===== config.mk =====
export PLATFORM = sky130hd
export DESIGN_NAME = note2dds_mv_gen_flat
export DESIGN_NICKNAME = d
export VERILOG_FILES = /design/src/rtl/note2dds_mv_gen_pkg.sv /design/src/rtl/note2dds_mv_gen_if.sv /design/src/rtl/note2dds_mv_gen_div12.sv /design/src/rtl/note2dds_mv_gen.sv /design/src/flat_wrapper.sv
export SDC_FILE = /design/constraint.sdc
export NUM_CORES = 1
export LEC_CHECK = 0
export CORE_ASPECT_RATIO = 1.1
export CORE_UTILIZATION = 41
export CTS_CLUSTER_SIZE = 28
export DETAILED_ROUTE_END_ITERATION = 6
export PLACE_DENSITY_LB_ADDON = 0.2
export SLEW_MARGIN = 15
export SYNTH_ARGS = -nofsm -noshare
export SYNTH_HDL_FRONTEND = slang
export SYNTH_SLANG_ARGS = --single-unit

===== constraint.sdc =====
create_clock -name clk -period 6.62 [get_ports clk]
set_input_delay 1.655 -clock clk [delete_from_list [all_inputs] [get_ports clk]]
set_output_delay 1.655 -clock clk [all_outputs]
set_load 0.02 [all_outputs]

===== src/rtl/note2dds_mv_gen_pkg.sv =====
// note2dds_pkg: shared constants, semitone increment table and FSM state
// encoding for the note-to-DDS phase-increment generator.
package note2dds_pkg;

  localparam int NOTE_W  = 7;
  localparam int SEMIS   = 12;
  localparam int OCT_TOP = 10;
  localparam int TBL_W   = 21;

  // Increments for octave 10; entry 12 is twice entry 0 and only serves as
  // the upper interpolation point for semitone 11.
  localparam logic [TBL_W-1:0] NOTE2DDS_TBL [13] = '{
    21'd359575, 21'd380957, 21'd403610, 21'd427610, 21'd453037,
    21'd479976, 21'd508516, 21'd538754, 21'd570790, 21'd604731,
    21'd640691, 21'd678788, 21'd719150
  };

  typedef enum logic [2:0] {
    ST_IDLE   = 3'd0,
    ST_DIV    = 3'd1,
    ST_LOOK   = 3'd2,
    ST_INTERP = 3'd3,
    ST_SHIFT  = 3'd4,
    ST_WRITE  = 3'd5
  } n2d_state_e;

  // Table read with out-of-range indices mapped to zero.
  function automatic logic [TBL_W-1:0] tbl_lookup(input logic [3:0] idx);
    logic [TBL_W-1:0] val;
    if (idx <= 4'd12) begin
      val = NOTE2DDS_TBL[idx];
    end else begin
      val = '0;
    end
    return val;
  endfunction

endpackage


===== src/rtl/note2dds_mv_gen_if.sv =====
// note2dds_mv_gen_if: request handshake, update strobe and flat increment bus.
// master = voice allocator side, slave = generator side.
interface note2dds_mv_gen_if #(
  parameter int VOICES = 4,
  parameter int OUT_W  = 32,
  parameter int FRAC_W = 7
);
  localparam int VW = (VOICES > 1) ? $clog2(VOICES) : 1;

  logic                    req_valid;
  logic                    req_ready;
  logic [VW-1:0]           req_voice;
  logic [6:0]              req_note;
  logic [FRAC_W-1:0]       req_bend;
  logic                    upd_valid;
  logic [VW-1:0]           upd_voice;
  logic [VOICES*OUT_W-1:0] adder;

  modport master (
    output req_valid, req_voice, req_note, req_bend,
    input  req_ready, upd_valid, upd_voice, adder
  );

  modport slave (
    input  req_valid, req_voice, req_note, req_bend,
    output req_ready, upd_valid, upd_voice, adder
  );
endinterface


===== src/rtl/note2dds_mv_gen_div12.sv =====
// note2dds_div12: sequential divide-by-12 by repeated subtraction.
// o_done is high for one cycle once the remainder drops below 12, i.e.
// oct+1 cycles after i_start; o_oct/o_rem hold until the next start.
module note2dds_div12
  import note2dds_pkg::*;
(
  input  logic              clk,
  input  logic              rst_n,
  input  logic              i_start,
  input  logic [NOTE_W-1:0] i_note,
  output logic              o_done,
  output logic [3:0]        o_oct,
  output logic [3:0]        o_rem
);

  logic              r_busy;
  logic [NOTE_W-1:0] r_rem;
  logic [3:0]        r_oct;

  // Load on start, then subtract one octave per cycle until rem < 12.
  always_ff @(posedge clk or negedge rst_n) begin
    if (!rst_n) begin
      r_busy <= 1'b0;
      r_rem  <= '0;
      r_oct  <= 4'd0;
    end else if (i_start) begin
      r_busy <= 1'b1;
      r_rem  <= i_note;
      r_oct  <= 4'd0;
    end else if (r_busy) begin
      if (r_rem >= NOTE_W'(SEMIS)) begin
        r_rem <= r_rem - NOTE_W'(SEMIS);
        r_oct <= r_oct + 4'd1;
      end else begin
        r_busy <= 1'b0;
      end
    end else begin
      r_busy <= 1'b0;
    end
  end

  assign o_done = r_busy && (r_rem < NOTE_W'(SEMIS));
  assign o_oct  = r_oct;
  assign o_rem  = r_rem[3:0];

endmodule


===== src/rtl/note2dds_mv_gen.sv =====
// note2dds_mv_gen: multi-voice note-to-DDS phase-increment generator.
// Optional feature macro NOTE2DDS_BEND_EN enables fractional pitch-bend
// interpolation; without it INTERP passes the table value through.
module note2dds_mv_gen
  import note2dds_pkg::*;
#(
  parameter int VOICES = 4,
  parameter int OUT_W  = 32,
  parameter int FRAC_W = 7
) (
  input logic               clk,
  input logic               rst_n,
  note2dds_mv_gen_if.slave  bus
);

  localparam int VW = (VOICES > 1) ? $clog2(VOICES) : 1;
  localparam logic [VW:0] VOICES_L = (VW+1)'(VOICES);

  n2d_state_e r_state, w_next_state;
  logic       w_accept;
  logic       w_div_done;
  logic [3:0] w_oct, w_rem, w_shamt;
  logic       w_voice_ok;

  logic [VW-1:0]                r_voice;
  logic [TBL_W-1:0]             r_base;
  logic [TBL_W-1:0]             r_val;
  logic [TBL_W-1:0]             w_interp;
  logic [VOICES-1:0][OUT_W-1:0] r_adder;
  logic                         r_upd_valid;
  logic [VW-1:0]                r_upd_voice;

`ifdef NOTE2DDS_BEND_EN
  localparam int PROD_W = TBL_W + FRAC_W;
  logic [FRAC_W-1:0] r_bend;
  logic [TBL_W-1:0]  r_next;
  logic [PROD_W-1:0] w_prod;
  // Table entries rise monotonically, so the difference is never negative.
  assign w_prod   = PROD_W'(r_next - r_base) * PROD_W'(r_bend);
  assign w_interp = r_base + w_prod[PROD_W-1:FRAC_W];
`else
  logic w_unused_bend;
  assign w_unused_bend = ^bus.req_bend;
  assign w_interp      = r_base;
`endif

  note2dds_div12 u_div (
    .clk     (clk),
    .rst_n   (rst_n),
    .i_start (w_accept),
    .i_note  (bus.req_note),
    .o_done  (w_div_done),
    .o_oct   (w_oct),
    .o_rem   (w_rem)
  );

  assign w_shamt    = 4'(OCT_TOP) - w_oct;
  assign w_voice_ok = ({1'b0, r_voice} < VOICES_L);

  // FSM state register.
  always_ff @(posedge clk or negedge rst_n) begin
    if (!rst_n) begin
      r_state <= ST_IDLE;
    end else begin
      r_state <= w_next_state;
    end
  end

  // FSM next-state and handshake acceptance.
  always_comb begin
    w_next_state = r_state;
    w_accept     = 1'b0;
    case (r_state)
      ST_IDLE: begin
        if (bus.req_valid) begin
          w_accept     = 1'b1;
          w_next_state = ST_DIV;
        end else begin
          w_next_state = ST_IDLE;
        end
      end
      ST_DIV: begin
        if (w_div_done) begin
          w_next_state = ST_LOOK;
        end else begin
          w_next_state = ST_DIV;
        end
      end
      ST_LOOK:   w_next_state = ST_INTERP;
      ST_INTERP: w_next_state = ST_SHIFT;
      ST_SHIFT:  w_next_state = ST_WRITE;
      ST_WRITE:  w_next_state = ST_IDLE;
      default:   w_next_state = ST_IDLE;
    endcase
  end

  // Datapath: latch request, look up, interpolate, scale by octave, commit.
  always_ff @(posedge clk or negedge rst_n) begin
    if (!rst_n) begin
      r_voice     <= '0;
      r_base      <= '0;
      r_val       <= '0;
      r_adder     <= '0;
      r_upd_valid <= 1'b0;
      r_upd_voice <= '0;
`ifdef NOTE2DDS_BEND_EN
      r_bend      <= '0;
      r_next      <= '0;
`endif
    end else begin
      r_upd_valid <= 1'b0;
      case (r_state)
        ST_IDLE: begin
          if (w_accept) begin
            r_voice <= bus.req_voice;
`ifdef NOTE2DDS_BEND_EN
            r_bend  <= bus.req_bend;
`endif
          end
        end
        ST_LOOK: begin
          r_base <= tbl_lookup(w_rem);
`ifdef NOTE2DDS_BEND_EN
          r_next <= tbl_lookup(w_rem + 4'd1);
`endif
        end
        ST_INTERP: r_val <= w_interp;
        ST_SHIFT:  r_val <= r_val >> w_shamt;
        ST_WRITE: begin
          if (w_voice_ok) begin
            for (int v = 0; v < VOICES; v++) begin
              if (r_voice == VW'(v)) begin
                r_adder[v] <= OUT_W'(r_val);
              end
            end
            r_upd_valid <= 1'b1;
            r_upd_voice <= r_voice;
          end
        end
        default: ;
      endcase
    end
  end

  assign bus.req_ready = (r_state == ST_IDLE);
  assign bus.upd_valid = r_upd_valid;
  assign bus.upd_voice = r_upd_voice;
  assign bus.adder     = r_adder;

endmodule


===== src/flat_wrapper.sv =====
// flat-port wrapper written by rule: the top's interface ports become plain ports
module note2dds_mv_gen_flat import note2dds_pkg::*;
#(
  parameter int VOICES = 4,
  parameter int OUT_W  = 32,
  parameter int FRAC_W = 7
)
  (clk, rst_n, bus_req_valid, bus_req_voice, bus_req_note, bus_req_bend, bus_req_ready, bus_upd_valid, bus_upd_voice, bus_adder);
  note2dds_mv_gen_if #(.VOICES(VOICES), .OUT_W(OUT_W), .FRAC_W(FRAC_W)) bus_i ();
  input logic clk;
  input logic rst_n;
  input wire logic [$bits(bus_i.req_valid)-1:0] bus_req_valid;
  input wire logic [$bits(bus_i.req_voice)-1:0] bus_req_voice;
  input wire logic [$bits(bus_i.req_note)-1:0] bus_req_note;
  input wire logic [$bits(bus_i.req_bend)-1:0] bus_req_bend;
  output wire logic [$bits(bus_i.req_ready)-1:0] bus_req_ready;
  output wire logic [$bits(bus_i.upd_valid)-1:0] bus_upd_valid;
  output wire logic [$bits(bus_i.upd_voice)-1:0] bus_upd_voice;
  output wire logic [$bits(bus_i.adder)-1:0] bus_adder;
  assign bus_i.req_valid = bus_req_valid;
  assign bus_i.req_voice = bus_req_voice;
  assign bus_i.req_note = bus_req_note;
  assign bus_i.req_bend = bus_req_bend;
  assign bus_req_ready = bus_i.req_ready;
  assign bus_upd_valid = bus_i.upd_valid;
  assign bus_upd_voice = bus_i.upd_voice;
  assign bus_adder = bus_i.adder;
  note2dds_mv_gen #(.VOICES(VOICES), .OUT_W(OUT_W), .FRAC_W(FRAC_W)) u_core (.clk(clk), .rst_n(rst_n), .bus(bus_i));
endmodule

==> impl_metrics.json <==
{
  "clkPwrFrac_pct": 22.8,
  "synth_area_leaders": "dfrtp_1, mux2_2, buf_4",
  "path_class": "flop to primary output",
  "critPathArrivalTime_ns": 1.89,
  "grt.total_usage_pct": 19.77,
  "fill_cells": 1496,
  "period_share_pct": 53.55,
  "final_cell_mix": "dfrtp_1, mux2_2, clkdlybuf4s50_1",
  "final_common_cell": "dfrtp_1",
  "synth_largest_area_cell": "dfrtp_1",
  "drive_above_1_share_pct": 20.59,
  "n_antenna_cell": 0,
  "switchingPower_mw": 1.787,
  "final_nets": 763,
  "ctsRootBufferMaster": "clkbuf_16",
  "synth-edff-count": 0,
  "antenna_found_initial": 0,
  "dieHeight_um": 141.9,
  "synth_cells": 647,
  "max-clock-path-buffers": 2,
  "tightest_slew_ns": 1.045,
  "core-area_um2": 17200,
  "cts_tree": "built",
  "skew_ns": 0.006708,
  "post_cts_resized": 0,
  "clk_latency_ns": 0.42,
  "ff2ff_path_depth": 7,
  "synth_seq_area_share_pct": 49.77,
  "outcome": "complete, no violations",
  "cts_max_level": 4,
  "netlist_area_um2": 7291,
  "slew_viol_final": 0,
  "rows": 50,
  "path_max_fanout": 15,
  "hpwl_mm": 12.08,
  "p_int_mw": 2.765,
  "cp-end-kind": "primary output",
  "routabilityCongestion": 0.8732,
  "grt_pass1_wl_mm": 27.58,
  "cts_setup_buffers": 0,
  "setup_tns_ns": 0,
  "ys_seq_elements": 145,
  "drt_wl_total_mm": 17.04,
  "die_width_um": 129.1,
  "cts_buffers": 17,
  "pwr-share-seq_pct": 32.8,
  "crit_required_ns": 4.97,
  "io_buffers": 99,
  "fin_hold_ws_ns": 0.4790,
  "regArea_um2": 3628,
  "synth_cell_types": 50,
  "p_per_area_nw_per_um2": 508.0,
  "synth_top_area_share_pct": 49.77,
  "ios": 151,
  "route.detailed.drc": 0,
  "setup_viol": 0,
  "dieArea_um2": 18320,
  "synth_flop_cell": "dfrtp_1",
  "maxCapViolations": 0,
  "power.leakage_nw": 4.137,
  "syn_area_per_cell_um2": 11.27,
  "ys_async_sr_fraction_pct": 100.0,
  "initial_core_util_pct": 42.38,
  "multi_input_area_um2": 3303,
  "holdBufCountCts": 0,
  "wl_per_cell_um": 17.35,
  "hold_viol": 0,
  "grt_pass1_vias": 5049,
  "startpoint_type": "flop",
  "vias": 5020,
  "max-slew-margin-rel_pct": 30.18,
  "grt_start_max_net_pins": 84,
  "ir_drop_uv": 233.4,
  "swShare_pct": 39.25,
  "hold_depth": 1,
  "yosys_warnings": 0,
  "clock-sinks": 145,
  "path_clk_slew_ns": 0.06,
  "p_comb_share_pct": 44.4,
  "drt_iter0_drc": 194,
  "vias_per_cell": 5.112,
  "timing.fmax_ghz": 0.2821,
  "min_period_ns": 3.545,
  "rsz0062_at_grt": "false",
  "gr-total-overflow": 0,
  "area_growth_syn_to_layout_pct": 22.89,
  "hold_path_class": "flop to flop",
  "first_pass_iters": 4,
  "ant_nets": 0
}
sequential cells by signal, indices dropped and copies added, names as in the netlist:
register / count
u_core.r_base: 20
u_core.r_val: 21
u_core.bus.upd_voice: 2
u_core.r_state: 3
u_core.bus.upd_valid: 1
u_core.u_div.r_busy: 1
u_core.bus.adder: 84
u_core.u_div.o_oct: 4
u_core.u_div.r_rem: 7
u_core.r_voice: 2
cell families after synthesis:
logic type | synth area share (%)
flops | 49.77
mux | 22.21
simple gates | 7.328
compound gates | 10.40
buf+inv | 7.242
xor+xnor | 1.322
fa+ha+maj | 1.682
other cells | 0.05144
critical path, cell delays in order (launching register included):
cell and delay, ns:
dfrtp_1 0.54, nor3_1 0.28, clkdlybuf4s50_1 0.65
cell usage after synthesis (all sizes together) (3+ instances only):
| cell type | n |
|---|---|
| buf | 57 |
| o21a | 4 |
| a22o | 5 |
| inv | 8 |
| a21oi | 24 |
| o211ai | 7 |
| mux2 | 104 |
| xor2 | 3 |
| nand3 | 11 |
| o22ai | 11 |
| a21o | 6 |
| o21ai | 41 |
| a22oi | 3 |
| nor3 | 6 |
| ha | 9 |
| a21boi | 3 |
| mux4 | 5 |
| nand2b | 4 |
| mux2i | 32 |
| nor2 | 46 |
| a211oi | 6 |
| nand2 | 49 |
| xnor2 | 8 |
| clkbuf | 25 |
| dfrtp | 145 |
final timing paths:
kind	from	endpoint	slack, ns
max	u_core.r_state[1]	bus_req_ready	3.08
min reg2reg	u_core.r_base[6]	u_core.r_base[6]	0.48
min	u_core.r_base[6]	u_core.r_base[6]	0.48
max in group asynchronous	rst_n	u_core.bus.adder[110]	4.08
max reg2reg	u_core.u_div.o_oct[0]	u_core.r_val[0]	3.82
min in group asynchronous	rst_n	u_core.bus.adder[96]	1.27
cell type report:
cell class / count / share of cell area [%]
clock buffer: 18 / 4.902
inverter: 9 / 0.3770
timing repair buffer: 108 / 11.83
sequential: 145 / 40.50
clock inverter: 14 / 2.262
multi-input combinational: 454 / 36.87
tap: 234 / 3.268
per-layer routing:
| layer | up-vias | global-route usage, % | part of all wire (%) |
|---|---|---|---|
| li1 | 2383 | - | - |
| met1 | 2480 | 25.67 | 44 |
| met2 | 136 | 32.43 | 50 |
| met3 | 21 | 3.997 | 4.5 |
| met4 | 0 | 7.368 | 1.4 |
| met5 | - | 0 | 0 |
power groups by stage:
stage               Sequential, mW  Clock, mW  Combinational, mW
finish                        1.49       1.04               2.02
global route                  1.54       1.10               2.20
CTS                           1.50       1.06               2.03
detailed placement            1.51          0               2.02
global placement              1.50          0               2.00
floorplan                     1.56          0               1.29
per-stage QoR:
step | power, mW | setup slack (ns) | cells | cell area (µm²) | util, %
floorplan | 2.844 | 3.962 | 690 | 7452 | -
global placement | 3.493 | 3.393 | 950 | 8318 | 48.35
detailed placement | 3.534 | 3.368 | 950 | 8318 | 48.35
CTS | 4.586 | 3.051 | 982 | 8960 | 52.08
global route | 4.843 | 2.976 | 982 | 8960 | 52.08
finish | 4.551 | 3.075 | 982 | 8960 | 52.08
No activity file was read; power rests on OpenSTA's default activity.
